==> src/rtl/l2_arbiter_pkg.sv <==
// Shared types and constants for the L1-to-L2 miss arbiter.
package rv32i_types;

  localparam int unsigned S_OFFSET = 5;
  localparam int unsigned S_LINE   = 256;

  typedef enum logic [1:0] {
    IDLE,
    SERVE_I,
    SERVE_D,
    RESP
  } arb_state_t;

  typedef enum logic {
    PORT_I,
    PORT_D
  } arb_port_t;

endpackage

==> src/rtl/l2_arbiter_if.sv <==
// Bus bundle between the two L1 caches, the arbiter and the L2 port.
// master: arbiter view. slave: environment view (L1s plus L2).
interface l2_arbiter_if #(
  parameter int unsigned s_line = rv32i_types::S_LINE
) ();

  logic              icache_read;
  logic [31:0]       icache_address;
  logic [s_line-1:0] icache_rdata;
  logic              icache_resp;

  logic              dcache_read;
  logic              dcache_write;
  logic [31:0]       dcache_address;
  logic [s_line-1:0] dcache_wdata;
  logic [s_line-1:0] dcache_rdata;
  logic              dcache_resp;

  logic              l2_read;
  logic              l2_write;
  logic [31:0]       l2_address;
  logic [s_line-1:0] l2_wdata;
  logic [s_line-1:0] l2_rdata;
  logic              l2_resp;

  modport master (
    input  icache_read, icache_address,
    input  dcache_read, dcache_write, dcache_address, dcache_wdata,
    input  l2_rdata, l2_resp,
    output icache_rdata, icache_resp,
    output dcache_rdata, dcache_resp,
    output l2_read, l2_write, l2_address, l2_wdata
  );

  modport slave (
    output icache_read, icache_address,
    output dcache_read, dcache_write, dcache_address, dcache_wdata,
    output l2_rdata, l2_resp,
    input  icache_rdata, icache_resp,
    input  dcache_rdata, dcache_resp,
    input  l2_read, l2_write, l2_address, l2_wdata
  );

endinterface

==> src/rtl/l2_arbiter_grant_sel.sv <==
// Combinational grant selection between the I-cache and D-cache requests.
// ARB_ROUND_ROBIN_EN: alternate on ties using last_grant; otherwise D wins ties.
module arb_grant_sel
  import rv32i_types::*;
(
  input  logic      i_req,
  input  logic      d_req,
`ifdef ARB_ROUND_ROBIN_EN
  input  arb_port_t last_grant,
`endif
  output arb_port_t grant
);

  // Pick the winner; the result only matters when at least one request is up
  always_comb begin
    grant = PORT_D;
`ifdef ARB_ROUND_ROBIN_EN
    if (i_req && d_req) begin
      grant = (last_grant == PORT_D) ? PORT_I : PORT_D;
    end else if (i_req) begin
      grant = PORT_I;
    end
`else
    if (i_req && !d_req) begin
      grant = PORT_I;
    end
`endif
  end

endmodule

==> src/rtl/l2_arbiter.sv <==
// L2 port arbiter: grants one L1 miss/writeback, holds it on L2 until l2_resp,
// then returns the line with a one-cycle resp pulse to the winner only.
// ARB_ROUND_ROBIN_EN selects round-robin tie breaking (default: D-cache priority).
module l2_arbiter
  import rv32i_types::*;
#(
  parameter int unsigned s_offset = S_OFFSET,
  parameter int unsigned s_line   = S_LINE
) (
  input  logic         clk,
  input  logic         rst,
  l2_arbiter_if.master bus
);

  localparam logic [31:0] OFFSET_MASK = (32'd1 << s_offset) - 32'd1;

  arb_state_t        state;
  arb_port_t         grant;
  logic              i_req;
  logic              d_req;

  logic              l2_read_q;
  logic              l2_write_q;
  logic [31:0]       l2_address_q;
  logic [s_line-1:0] l2_wdata_q;
  logic [s_line-1:0] rdata_q;
  logic              icache_resp_q;
  logic              dcache_resp_q;

`ifdef ARB_ROUND_ROBIN_EN
  arb_port_t         last_grant;
`endif

  assign i_req = bus.icache_read;
  assign d_req = bus.dcache_read | bus.dcache_write;

  arb_grant_sel u_grant_sel (
    .i_req      (i_req),
    .d_req      (d_req),
`ifdef ARB_ROUND_ROBIN_EN
    .last_grant (last_grant),
`endif
    .grant      (grant)
  );

  // Arbitration FSM; the l2_* registers double as the latched request
  always_ff @(posedge clk or negedge rst) begin
    if (!rst) begin
      state         <= IDLE;
      l2_read_q     <= 1'b0;
      l2_write_q    <= 1'b0;
      l2_address_q  <= '0;
      l2_wdata_q    <= '0;
      rdata_q       <= '0;
      icache_resp_q <= 1'b0;
      dcache_resp_q <= 1'b0;
`ifdef ARB_ROUND_ROBIN_EN
      last_grant    <= PORT_D;
`endif
    end else begin
      unique case (state)
        IDLE: begin
          if (i_req || d_req) begin
`ifdef ARB_ROUND_ROBIN_EN
            last_grant <= grant;
`endif
            if (grant == PORT_I) begin
              state        <= SERVE_I;
              l2_read_q    <= 1'b1;
              l2_write_q   <= 1'b0;
              l2_address_q <= bus.icache_address & ~OFFSET_MASK;
              l2_wdata_q   <= '0;
            end else begin
              // a write wins over a simultaneous (illegal) read
              state        <= SERVE_D;
              l2_read_q    <= ~bus.dcache_write;
              l2_write_q   <= bus.dcache_write;
              l2_address_q <= bus.dcache_address & ~OFFSET_MASK;
              l2_wdata_q   <= bus.dcache_write ? bus.dcache_wdata : '0;
            end
          end
        end
        SERVE_I, SERVE_D: begin
          if (bus.l2_resp) begin
            rdata_q       <= bus.l2_rdata;
            l2_read_q     <= 1'b0;
            l2_write_q    <= 1'b0;
            l2_address_q  <= '0;
            l2_wdata_q    <= '0;
            icache_resp_q <= (state == SERVE_I);
            dcache_resp_q <= (state == SERVE_D);
            state         <= RESP;
          end
        end
        RESP: begin
          icache_resp_q <= 1'b0;
          dcache_resp_q <= 1'b0;
          state         <= IDLE;
        end
        default: begin
          state <= IDLE;
        end
      endcase
    end
  end

`ifndef SYNTHESIS
  // Flag an illegal simultaneous D-cache read and write at the point of grant
  always_ff @(posedge clk) begin
    if (rst && state == IDLE) begin
      assert (!(bus.dcache_read && bus.dcache_write))
        else $warning("l2_arbiter: dcache_read and dcache_write both high, write takes precedence");
    end
  end
`endif

  assign bus.l2_read      = l2_read_q;
  assign bus.l2_write     = l2_write_q;
  assign bus.l2_address   = l2_address_q;
  assign bus.l2_wdata     = l2_wdata_q;
  assign bus.icache_rdata = rdata_q;
  assign bus.dcache_rdata = rdata_q;
  assign bus.icache_resp  = icache_resp_q;
  assign bus.dcache_resp  = dcache_resp_q;

endmodule
==> src/flat_wrapper.sv <==
// flat-port wrapper written by rule: the top's interface ports become plain ports
module l2_arbiter_flat import rv32i_types::*;
#(
  parameter int unsigned s_offset = S_OFFSET,
  parameter int unsigned s_line   = S_LINE
)
  (clk, rst, bus_icache_read, bus_icache_address, bus_dcache_read, bus_dcache_write, bus_dcache_address, bus_dcache_wdata, bus_l2_rdata, bus_l2_resp, bus_icache_rdata, bus_icache_resp, bus_dcache_rdata, bus_dcache_resp, bus_l2_read, bus_l2_write, bus_l2_address, bus_l2_wdata);
  l2_arbiter_if #(.s_line(s_line)) bus_i ();
  input  logic clk;
  input  logic rst;
  input wire logic [$bits(bus_i.icache_read)-1:0] bus_icache_read;
  input wire logic [$bits(bus_i.icache_address)-1:0] bus_icache_address;
  input wire logic [$bits(bus_i.dcache_read)-1:0] bus_dcache_read;
  input wire logic [$bits(bus_i.dcache_write)-1:0] bus_dcache_write;
  input wire logic [$bits(bus_i.dcache_address)-1:0] bus_dcache_address;
  input wire logic [$bits(bus_i.dcache_wdata)-1:0] bus_dcache_wdata;
  input wire logic [$bits(bus_i.l2_rdata)-1:0] bus_l2_rdata;
  input wire logic [$bits(bus_i.l2_resp)-1:0] bus_l2_resp;
  output wire logic [$bits(bus_i.icache_rdata)-1:0] bus_icache_rdata;
  output wire logic [$bits(bus_i.icache_resp)-1:0] bus_icache_resp;
  output wire logic [$bits(bus_i.dcache_rdata)-1:0] bus_dcache_rdata;
  output wire logic [$bits(bus_i.dcache_resp)-1:0] bus_dcache_resp;
  output wire logic [$bits(bus_i.l2_read)-1:0] bus_l2_read;
  output wire logic [$bits(bus_i.l2_write)-1:0] bus_l2_write;
  output wire logic [$bits(bus_i.l2_address)-1:0] bus_l2_address;
  output wire logic [$bits(bus_i.l2_wdata)-1:0] bus_l2_wdata;
  assign bus_i.icache_read = bus_icache_read;
  assign bus_i.icache_address = bus_icache_address;
  assign bus_i.dcache_read = bus_dcache_read;
  assign bus_i.dcache_write = bus_dcache_write;
  assign bus_i.dcache_address = bus_dcache_address;
  assign bus_i.dcache_wdata = bus_dcache_wdata;
  assign bus_i.l2_rdata = bus_l2_rdata;
  assign bus_i.l2_resp = bus_l2_resp;
  assign bus_icache_rdata = bus_i.icache_rdata;
  assign bus_icache_resp = bus_i.icache_resp;
  assign bus_dcache_rdata = bus_i.dcache_rdata;
  assign bus_dcache_resp = bus_i.dcache_resp;
  assign bus_l2_read = bus_i.l2_read;
  assign bus_l2_write = bus_i.l2_write;
  assign bus_l2_address = bus_i.l2_address;
  assign bus_l2_wdata = bus_i.l2_wdata;
  l2_arbiter #(.s_offset(s_offset), .s_line(s_line)) u_core (.clk(clk), .rst(rst), .bus(bus_i));
endmodule
==> config.mk <==
export PLATFORM = sky130hd
export DESIGN_NAME = l2_arbiter_flat
export DESIGN_NICKNAME = d
export VERILOG_FILES = /design/src/rtl/l2_arbiter_pkg.sv /design/src/rtl/l2_arbiter_if.sv /design/src/rtl/l2_arbiter_grant_sel.sv /design/src/rtl/l2_arbiter.sv /design/src/flat_wrapper.sv
export SDC_FILE = /design/constraint.sdc
export NUM_CORES = 1
export LEC_CHECK = 0
export ABC_CLOCK_PERIOD_IN_PS = 2630
export CELL_PAD_IN_SITES_DETAIL_PLACEMENT = 0
export CELL_PAD_IN_SITES_GLOBAL_PLACEMENT = 2
export CORE_AREA = 3 3 542 544
export CTS_CLUSTER_DIAMETER = 40
export DETAILED_ROUTE_END_ITERATION = 12
export DIE_AREA = 0 0 545 547
export MAX_ROUTING_LAYER = met4
export PLACE_DENSITY_LB_ADDON = 0.1
export SYNTH_ARGS = -nofsm -noshare
export SYNTH_HDL_FRONTEND = slang
export SYNTH_SLANG_ARGS = --single-unit
==> constraint.sdc <==
create_clock -name clk -period 2.63 [get_ports clk]
set_input_delay 0.789 -clock clk [delete_from_list [all_inputs] [get_ports clk]]
set_output_delay 0.789 -clock clk [all_outputs]
set_load 0.01 [all_outputs]
==> results of run 1 <==
[sequential cells by signal, indices dropped and copies added (netlist names)]
register	cells
u_core.bus.l2_read	1
u_core.bus.l2_write	1
u_core.bus.dcache_rdata	256
u_core.bus.icache_resp	1
u_core.bus.l2_address	27
u_core.bus.dcache_resp	1
u_core.bus.l2_wdata	256
u_core.state	2
[cells in the final DEF (no fill, tap or decap), types with 24 or more instances in the layout]
master and n:
a22o_1 256, buf_12 29, dfrtp_2 115, dfrtp_1 430
mux2i_1 28, dlygate4sd2_1 445, clkinv_2 31, diode_2 88
buf_4 142, bufinv_16 24, clkdlybuf4s50_1 878, mux2_2 260
o2bb2ai_1 27, clkbuf_8 33, clkbuf_16 175, clkbuf_1 29
dlymetal6s2s_1 38
[worst min-delay path by stage]
stage                                               end  cells after the start  slack (ns)
6_report       u_core.bus.dcache_rdata[104]$_DFFE_PN0P_                      2        0.47
3_3_place_gp      u_core.bus.l2_address[15]$_DFFE_PN0P_                      1        0.48
5_1_grt        u_core.bus.dcache_rdata[104]$_DFFE_PN0P_                      2        0.43
4_1_cts        u_core.bus.dcache_rdata[104]$_DFFE_PN0P_                      2        0.40
2_1_floorplan    u_core.bus.dcache_rdata[0]$_DFFE_PN0P_                      0        0.49
3_5_place_dp      u_core.bus.l2_address[16]$_DFFE_PN0P_                      1        0.48
[synthesized netlist by cell type]
| master | n | area share [%] |
|---|---|---|
| dfrtp_1 | 545 | 62 |
| buf_4 | 266 | 9.1 |
| mux2_2 | 260 | 13 |
| a22o_1 | 256 | 10 |
| buf_2 | 57 | 1.3 |
| clkbuf_1 | 32 | 0.55 |
| mux2i_1 | 28 | 1.3 |
| o2bb2ai_1 | 27 | 1.1 |
| ha_1 | 4 | 0.23 |
| a21oi_1 | 3 | 0.069 |
| inv_1 | 2 | 0.034 |
| nor2_1 | 2 | 0.034 |
| a21o_1 | 1 | 0.034 |
| and2_1 | 1 | 0.029 |
| and3b_1 | 1 | 0.040 |
| conb_1 | 1 | 0.017 |
| nand2_1 | 1 | 0.017 |
| nand2b_1 | 1 | 0.029 |
| nand4b_1 | 1 | 0.040 |
| nor2b_1 | 1 | 0.029 |
| nor3b_1 | 1 | 0.034 |
| o211ai_2 | 1 | 0.057 |
| or4b_4 | 1 | 0.063 |
[routing by layer]
metal,wire [um],global-route usage (%),part of all wire [%],vias to the layer above
met5,0,-,0,-
met4,5050,3.36,3.1,0
met1,57400,10.9,35,9186
met2,80800,18.5,49,1285
li1,-,-,-,8100
met3,20600,5.44,13,309
[power groups by stage]
stage / Clock, mW / Combinational (mW) / Sequential (mW)
floorplan: 0 / 10.9 / 16.2
global placement: 0 / 27.9 / 17.0
detailed placement: 0 / 27.7 / 17.1
CTS: 22.2 / 27.2 / 16.7
global route: 22.7 / 28.4 / 17.0
finish: 21.4 / 26.2 / 16.4
[cell type report]
type                            instances  share of cell area (%)
Multi-Input combinational cell        595                    12.9
Clock inverter                         69                    2.24
Inverter                                2                  0.0164
Timing Repair Buffer                 1547                    32.8
Tap cell                             3900                    10.7
Antenna cell                           88                   0.482
Clock buffer                          237                    10.8
Sequential cell                       545                    30.1
[logic make-up after synthesis]
| family | after synthesis | synth area share [%] |
|---|---|---|
| flops | 545 | 62.3 |
| buf+inv | 357 | 11.0 |
| compound gates | 288 | 11.5 |
| mux | 288 | 14.7 |
| simple gates | 10 | 0.314 |
| fa+ha+maj | 4 | 0.229 |
| other cells | 1 | 0.0171 |
[repair_timing]
| action | in CTS | in global routing |
|---|---|---|
| gates resized for setup | 574 | 41 |
| endpoints found under the setup margin | 537 | 45 |
| buffers inserted | 60 | 0 |
| hold buffers | 1 | 0 |
| endpoints found under the hold margin | 7 | 0 |
[stage by stage]
step	hold WS, ns	setup WS (ns)	setup TNS, ns
global placement	0.477	-0.182	-26.11
finish	0.473	0.0852	0
global route	0.428	-0.00204	-0.00249
floorplan	0.493	0.556	0
detailed placement	0.477	-0.182	-23.43
CTS	0.396	0.000237	0
==> results.md, run 1 <==
* Status: finished clean
* Starting DRC count in detailed routing at 647
* Final GP Congestion at 0.743
* CTS tree: done
* Yosys cell types at 23
* Final wirelength at 164000 um
* Vias in the first global route at 21.2k
* Post-synthesis sequential area ratio at 62.3%
* Clk pwr share at 33.4%
* FF+latch area at 13800 sq um
* Power per cell area at 1400 nW/um^2
* Final nets at 3451
* Layout Utilization at 15.8%
* DRT antenna net count at 0
* VDD IR max at 0.457 mV
* Slowest cell delay on critical path at 0.58 ns
* CP Capture Type: output port
* Final worst path period need at 2.54 ns
* Tcrit/Tclk final at 96.8%
* Total core area at 290000 sq um
* Crit Path Class: register to output port
* Setup crit start kind: register
* Worst r2r src: u_core.state[0]$_DFFE_PN0P_
* Crit-path cells: clkdlybuf4s50_1
* IO Count at 1386
* Sink Count at 545
* Drt first pass iters at 4
* DR vias at 18.9k
* Worst Path Buf+Inv at 1
* Critical path depth at 1
* Max Cap Viol at 0
* Clock root buffer: clkbuf_16
* Die W at 545 um
* Internal power at 41.3 mW
* CP Launch Point: u_core.bus.dcache_rdata[106]$_DFFE_PN0P_
* Num CTS Buffers at 174
* Critical Path AT at 1.76 ns
* R2R Path End: u_core.bus.l2_wdata[126]$_DFFE_PN0P_
* Comb pwr share at 41.0%
* Vias/cell at 2.70
* Area delta synth->final at 109%
* Clk buf depth at 4
* Layout cells sized above 1 at 28.0%
* H-tree depth at 4
* Die ar. at 298000 sq um
* Net Sw Frac at 35.5%
* Slowest CP cell: clkdlybuf4s50_1
* Sw power at 22.7 mW
* Fin area at 45700 sq um
* DRC viols at 0
* R2R depth at 7
* Final Skew at 0.0570 ns
* Worst path top cell family by delay: buffers and inverters
* Initial core utilization at 7.55%
* DR WL/cell at 23.5 um
* GR Util All Layers at 10.9%
* Post-Layout Cell Count at 6983
* First-pass GRT wire length at 210000 um
* Max Fanout on Critical Path at 3
* Die Ht at 547 um
* Post-synthesis cell count at 1493
* Fill count at 32.2k
* Max_slew headroom at 64.6%
* Row Count at 198
* Total number of yosys warnings at 0
* CP required at 1.84 ns
* Clk slew on worst S/H paths at 0.04 ns
* Worst-margin pin slew at 0.532 ns
* Setup Viol. Count Final at 0
* Register-to-Register Setup Slack at 0.38 ns
* Largest net degree at the start of global routing at 81
* Placed Area at 39300 sq um
* Leakage at 19.8 nW
* Worst-Skew Late Latency at 0.77 ns
* CP endpoint: bus_dcache_rdata[106]
* Min-delay worst type: input port to asynchronous set/reset pin
* Grt ovf at 0
* Multi-input logic area at 5880 sq um
* Inst Count DP at 6528
* Final Total Pwr at 64.0 mW
* Final hold viol count at 0
* Slew Viols, Final at 0
* Seq pwr share at 25.6%
* Max Clk Rate at 0.393 GHz
* HPWL after DPL at 133000 um
* # port buffers at 1370
* #FFs+latches synth at 545
* Initial antenna violation count at 171
* Avg Inst Size Synth at 14.7 sq um
* Mapped cell area at 21900 sq um
Power figures use the tool's default switching activity.
==> run 2, diff against run 1 <==
CTS_CLUSTER_SIZE = 12   (was not set)
==> results of run 2 <==
Final layout, timing and power as in run 1 (identical DEF).
==> run 3, diff against run 2 <==
GPL_ROUTABILITY_DRIVEN = 1   (was not set)
==> results of run 3 <==
Final layout, timing and power as in run 1 (identical DEF).
